File: config.mk
export PLATFORM = sky130hd
export DESIGN_NAME = serial_adder_ctrl_flat
export DESIGN_NICKNAME = d
export VERILOG_FILES = /design/src/rtl/serial_adder_if.sv /design/src/rtl/serial_adder_ctrl.sv /design/src/flat_wrapper.sv
export SDC_FILE = /design/constraint.sdc
export NUM_CORES = 1
export LEC_CHECK = 0
export CAP_MARGIN = 10
export CORE_ASPECT_RATIO = 0.75
export CORE_MARGIN = 8
export CORE_UTILIZATION = 57
export CTS_BUF_LIST = sky130_fd_sc_hd__clkbuf_8
export CTS_CLUSTER_SIZE = 12
export DETAILED_ROUTE_END_ITERATION = 16
export PLACE_DENSITY = 0.9
export SLEW_MARGIN = 15
export SYNTH_ARGS = -nofsm -noshare
export SYNTH_HDL_FRONTEND = slang
export SYNTH_SLANG_ARGS = --single-unit
File: constraint.sdc
create_clock -name clk -period 2.6 [get_ports clk]
set_input_delay 0.39 -clock clk [delete_from_list [all_inputs] [get_ports clk]]
set_output_delay 0.39 -clock clk [all_outputs]
set_load 0.005 [all_outputs]
File: src/rtl/serial_adder_if.sv
// Operand/result bundle for the bit-serial adder sequencer.
// The ovf signal exists only when SERIAL_ADDER_OVF_EN is defined.
interface serial_adder_if #(
  parameter int unsigned WIDTH = 4
);
  logic             start;
  logic [WIDTH-1:0] a;
  logic [WIDTH-1:0] b;
  logic             cin;
  logic             busy;
  logic             done;
  logic [WIDTH-1:0] sum;
  logic             cout;
`ifdef SERIAL_ADDER_OVF_EN
  logic             ovf;

  modport master (output start, a, b, cin, input busy, done, sum, cout, ovf);
  modport slave  (input start, a, b, cin, output busy, done, sum, cout, ovf);
`else
  modport master (output start, a, b, cin, input busy, done, sum, cout);
  modport slave  (input start, a, b, cin, output busy, done, sum, cout);
`endif
endinterface

File: src/rtl/serial_adder_ctrl.sv
// Bit-serial add sequencer: one full-adder slice reused across WIDTH cycles
// to produce {cout,sum} = a + b + cin, with a start/busy/done handshake.
// Optional feature macro: SERIAL_ADDER_OVF_EN (adds the signed overflow flag ovf).
module serial_adder_ctrl #(
  parameter int unsigned WIDTH = 4
) (
  input  logic           clk,
  input  logic           rst_n,
  serial_adder_if.slave  bus
);

  localparam int unsigned CNT_W = (WIDTH > 1) ? $clog2(WIDTH) : 1;
  localparam logic [CNT_W-1:0] CNT_LAST = CNT_W'(WIDTH - 1);

  typedef enum logic [1:0] {
    IDLE = 2'd0,
    RUN  = 2'd1,
    DONE = 2'd2
  } state_t;

  state_t           state_q;
  state_t           state_d;
  logic             load_c;
  logic             shift_c;
  logic             last_c;

  logic [WIDTH-1:0] a_sr;
  logic [WIDTH-1:0] b_sr;
  logic [WIDTH-1:0] s_sr;
  logic             carry;
  logic [CNT_W-1:0] cnt;

  logic             busy_q;
  logic             done_q;
  logic [WIDTH-1:0] sum_q;
  logic             cout_q;

  logic             x_c;
  logic             y_c;
  logic             s_c;
  logic             c_c;
  logic [WIDTH-1:0] s_next_c;

  // Shared full-adder slice and the sum register value after this bit
  always_comb begin
    x_c      = a_sr[0];
    y_c      = b_sr[0];
    s_c      = x_c ^ y_c ^ carry;
    c_c      = (x_c & y_c) | (carry & (x_c ^ y_c));
    s_next_c = {s_c, s_sr[WIDTH-1:1]};
  end

  // State register
  always_ff @(posedge clk or negedge rst_n) begin
    if (!rst_n) begin
      state_q <= IDLE;
    end else begin
      state_q <= state_d;
    end
  end

  // Next-state and datapath strobes
  always_comb begin
    state_d = state_q;
    load_c  = 1'b0;
    shift_c = 1'b0;
    last_c  = 1'b0;
    case (state_q)
      IDLE: begin
        if (bus.start) begin
          load_c  = 1'b1;
          state_d = RUN;
        end
      end
      RUN: begin
        shift_c = 1'b1;
        if (cnt == CNT_LAST) begin
          last_c  = 1'b1;
          state_d = DONE;
        end
      end
      DONE: begin
        // A start seen here is taken immediately, giving back-to-back adds
        if (bus.start) begin
          load_c  = 1'b1;
          state_d = RUN;
        end else begin
          state_d = IDLE;
        end
      end
      default: state_d = IDLE;
    endcase
  end

  // Operand/sum shift registers, carry flop and bit counter
  always_ff @(posedge clk or negedge rst_n) begin
    if (!rst_n) begin
      a_sr  <= '0;
      b_sr  <= '0;
      s_sr  <= '0;
      carry <= 1'b0;
      cnt   <= '0;
    end else if (load_c) begin
      a_sr  <= bus.a;
      b_sr  <= bus.b;
      s_sr  <= '0;
      carry <= bus.cin;
      cnt   <= '0;
    end else if (shift_c) begin
      a_sr  <= a_sr >> 1;
      b_sr  <= b_sr >> 1;
      s_sr  <= s_next_c;
      carry <= c_c;
      // Counter parks on the last bit index rather than wrapping
      if (!last_c) begin
        cnt <= cnt + CNT_W'(1);
      end
    end
  end

  // Registered handshake outputs, derived from the upcoming state
  always_ff @(posedge clk or negedge rst_n) begin
    if (!rst_n) begin
      busy_q <= 1'b0;
      done_q <= 1'b0;
    end else begin
      busy_q <= (state_d == RUN);
      done_q <= (state_d == DONE);
    end
  end

  // Result registers, updated only on the final bit and held otherwise
  always_ff @(posedge clk or negedge rst_n) begin
    if (!rst_n) begin
      sum_q  <= '0;
      cout_q <= 1'b0;
    end else if (last_c) begin
      sum_q  <= s_next_c;
      cout_q <= c_c;
    end
  end

`ifdef SERIAL_ADDER_OVF_EN
  logic ovf_q;

  // Signed overflow: carry into the MSB xor carry out of the MSB
  always_ff @(posedge clk or negedge rst_n) begin
    if (!rst_n) begin
      ovf_q <= 1'b0;
    end else if (last_c) begin
      ovf_q <= carry ^ c_c;
    end
  end

  assign bus.ovf = ovf_q;
`endif

  assign bus.busy = busy_q;
  assign bus.done = done_q;
  assign bus.sum  = sum_q;
  assign bus.cout = cout_q;

endmodule

File: src/flat_wrapper.sv
// flat-port wrapper written by rule: the top's interface ports become plain ports
module serial_adder_ctrl_flat 
#(
  parameter int unsigned WIDTH = 4
)
  (clk, rst_n, bus_start, bus_a, bus_b, bus_cin, bus_busy, bus_done, bus_sum, bus_cout);
  serial_adder_if #(.WIDTH(WIDTH)) bus_i ();
  input  logic clk;
  input  logic rst_n;
  input wire logic [$bits(bus_i.start)-1:0] bus_start;
  input wire logic [$bits(bus_i.a)-1:0] bus_a;
  input wire logic [$bits(bus_i.b)-1:0] bus_b;
  input wire logic [$bits(bus_i.cin)-1:0] bus_cin;
  output wire logic [$bits(bus_i.busy)-1:0] bus_busy;
  output wire logic [$bits(bus_i.done)-1:0] bus_done;
  output wire logic [$bits(bus_i.sum)-1:0] bus_sum;
  output wire logic [$bits(bus_i.cout)-1:0] bus_cout;
  assign bus_i.start = bus_start;
  assign bus_i.a = bus_a;
  assign bus_i.b = bus_b;
  assign bus_i.cin = bus_cin;
  assign bus_busy = bus_i.busy;
  assign bus_done = bus_i.done;
  assign bus_sum = bus_i.sum;
  assign bus_cout = bus_i.cout;
  serial_adder_ctrl #(.WIDTH(WIDTH)) u_core (.clk(clk), .rst_n(rst_n), .bus(bus_i));
endmodule
==> summary.txt <==
final setup skew: 8.20 ps
CTS clock-pin slew for the worst setup and hold paths: 80 ps
power density cells: 1130 nW/um^2
Int Pwr: 944 uW
unrepaired setup endpoints after global routing: false
gr usage total: 12.5%
Via Count: 728
status: finished clean
Ys Warns: 0
DR vias/cell: 5.47
Worst slew margin: 52.6%
most frequent cells in the layout: 23 x dfrtp_1, 18 x clkdlybuf4s50_1, 9 x inv_1, 9 x a21oi_1
PostCTS Resize Cnt: 0
Async SR Flop Fraction: 100%
sequential cell area fraction in the yosys report: 55.2%
Worst Path Buf+Inv: 1
Main synth FF type: dfrtp_1
post-route ant nets: 0
Clk Latency, worst-skew pair: 270 ps
Max-Cap Viols: 0
RD Place Congestion: 0.834
Die ar.: 3470 sq um
worst endpoint required time: 2750 ps
Final Cycle Share: 64.0%
Ant. Diodes: 0
vias in the first global route: 749
pre-CTS WS: 648 ps
Ports: 19
TritonCTS Buffers: 3
leading cell type in the layout, fill and taps excluded: dfrtp_1
final wirelength: 1.93 mm
dpl cells: 129
Rows: 13
total congestion overflow: 0
drt drc: 0
combined area of all synthesized cells: 1040 sq um
CTS tree: yes
Crit path max-delay family: buffers and inverters
switching share of power: 34.9%
TritonRoute pass-1 iters: 2
CTS hold repair buffers: 0
Synth cell types: 24
Worst Setup SP: bus_start
Tightest Hold Check Type: in2async
IO buf count: 18
routed length per placed instance: 14.5 um
Sequential Power Share: 46.6%
Post-synth EDFFs: 0
Layout Nets: 126
syn_nets: 106
Gate power share: 38.3%
DP HPWL: 1.36 mm
# Post-CTS Setup Buffers: 0
Area growth syn-to-layout: 22.7%
Die Span Y: 53.1 um
worst slew pin tran: 711 ps
nature of the critical path endpoint: register
f_max: 0.601 GHz
final setup fails: 0
Clock Path Buffers: 2
H-tree levels: 1
core box area: 1720 sq um
Fill cells: 135
CP Cell Sequence: clkdlybuf4s50_1 -> or2b_2 -> a21bo_2 -> o21ai_0
largest net degree at the start of global routing: 25
Syn Area/Cell: 11.3 sq um
Starting Density: 60.5%
clock power share: 15.0%
setup TNS: 0 ps
max-slew violations: 0
crit path DAT: 1820 ps
Final Instance Count excl. Fillers: 133
first-pass GRT wire length: 3.35 mm
die span in x: 65.4 um
Syn Inst Count: 92
Worst path slowest cell: clkdlybuf4s50_1
Hold Vio Cnt, Final: 0
worst setup slack after layout: 935 ps
layout cells sized above 1: 11.7%
P_leak: 0.000589 uW
Crit path largest cell delay: 780 ps
fin crit period: 1660 ps
crit start category: primary input
1st-iter DRT viols: 8
CTS root buf: clkbuf_8
Sink Count: 23
initial antenna violation count: 0
Peak VDD IR: 564 uV
Seq cells post-synth: 23
CP Class: in2reg
CP Max Fanout: 14
Switching Power: 506 uW
worst r2r src: u_core.state_q[0]
Power, Total: 1450 uW
==> worst register-to-register path, delay by kind of cell (launching register included) <==
kind	cells	cell delay [ps]
mux	1	360
simple gates	1	330
flops	1	810
==> Yosys cell counts (2+ instances only) <==
library cell	count	area share [%]
a21bo_2	2	1.9
nand2_1	3	1.1
buf_4	2	1.4
o21ai_0	6	2.9
mux2i_1	6	5.8
nand3_1	3	1.4
nor2b_1	4	2.4
inv_1	9	3.2
dfrtp_1	23	55
o2bb2ai_1	2	1.7
buf_2	2	0.96
mux2_2	4	4.3
nor2_1	2	0.72
o22ai_1	2	1.2
a211oi_1	5	3.6
a21oi_1	9	4.3
==> stage by stage <==
step	instance area [sq um]	hold WS, ps	util (%)
2_1_floorplan	1040	94.4	-
3_3_place_gp	1230	466	71.6
3_5_place_dp	1230	470	71.6
4_1_cts	1280	470	74.2
5_1_grt	1280	488	74.2
6_report	1280	462	74.2
==> logic make-up (layout without fill, tap and decap cells) <==
family                     Yosys count  in the layout  share of synthesized area, %
muxes                               10             10                          10.1
DFF                                 23             23                          55.2
and+or+nand+nor                     16             16                          8.87
buffers and inverters               13             32                          5.63
AOI/OAI and AO/OA                   28             28                          17.1
adders and majority gates            2              2                          3.12
==> per-layer routing <==
| metal | track usage [%] | vias to the layer above | wire length, um |
|---|---|---|---|
| met2 | 20.7 | 16 | 921 |
| met5 | 0 | - | 0 |
| met3 | 4.63 | 5 | 118 |
| met1 | 14.4 | 348 | 861 |
| met4 | 5.42 | 0 | 29 |
| li1 | - | 359 | - |
==> state kept, by name, indices dropped and copies added (netlist names) <==
| register | flops |
|---|---|
| u_core.bus.cout | 1 |
| u_core.bus.done | 1 |
| u_core.bus.busy | 1 |
| u_core.a_sr | 4 |
| u_core.s_sr | 3 |
| u_core.bus.sum | 4 |
| u_core.b_sr | 4 |
| u_core.cnt | 2 |
| u_core.state_q | 2 |
| u_core.carry | 1 |
==> power groups by stage <==
stage / registers, uW / logic (uW) / clock network [uW]
global placement: 671 / 529 / 0
CTS: 676 / 571 / 225
floorplan: 610 / 422 / 0
detailed placement: 677 / 567 / 0
global route: 702 / 632 / 241
finish: 676 / 556 / 218
==> area by class of cell <==
type | count | area [sq um] | share of cell area (%)
Tap cell | 22 | 27.5 | 2.15
Multi-Input combinational cell | 56 | 409 | 32.0
Inverter | 9 | 33.8 | 2.64
Clock buffer | 3 | 41.3 | 3.23
Sequential cell | 23 | 576 | 45.0
Timing Repair Buffer | 19 | 188 | 14.7
Clock inverter | 1 | 5.00 | 0.391
==> path summary, 6_finish.rpt <==
kind	slack, ps	end	cells past startpoint
hold reg to reg	480	u_core.bus.sum[3]	2
hold / removal	460	u_core.cnt[0]	2
setup reg to reg	1000	u_core.bus.sum[0]	2
setup / recovery	940	u_core.cnt[1]	4
min in group clk	480	u_core.bus.sum[3]	2
max in group asynchronous	1900	u_core.bus.sum[3]	2
Note: power is estimated with default switching activity, not from simulation.
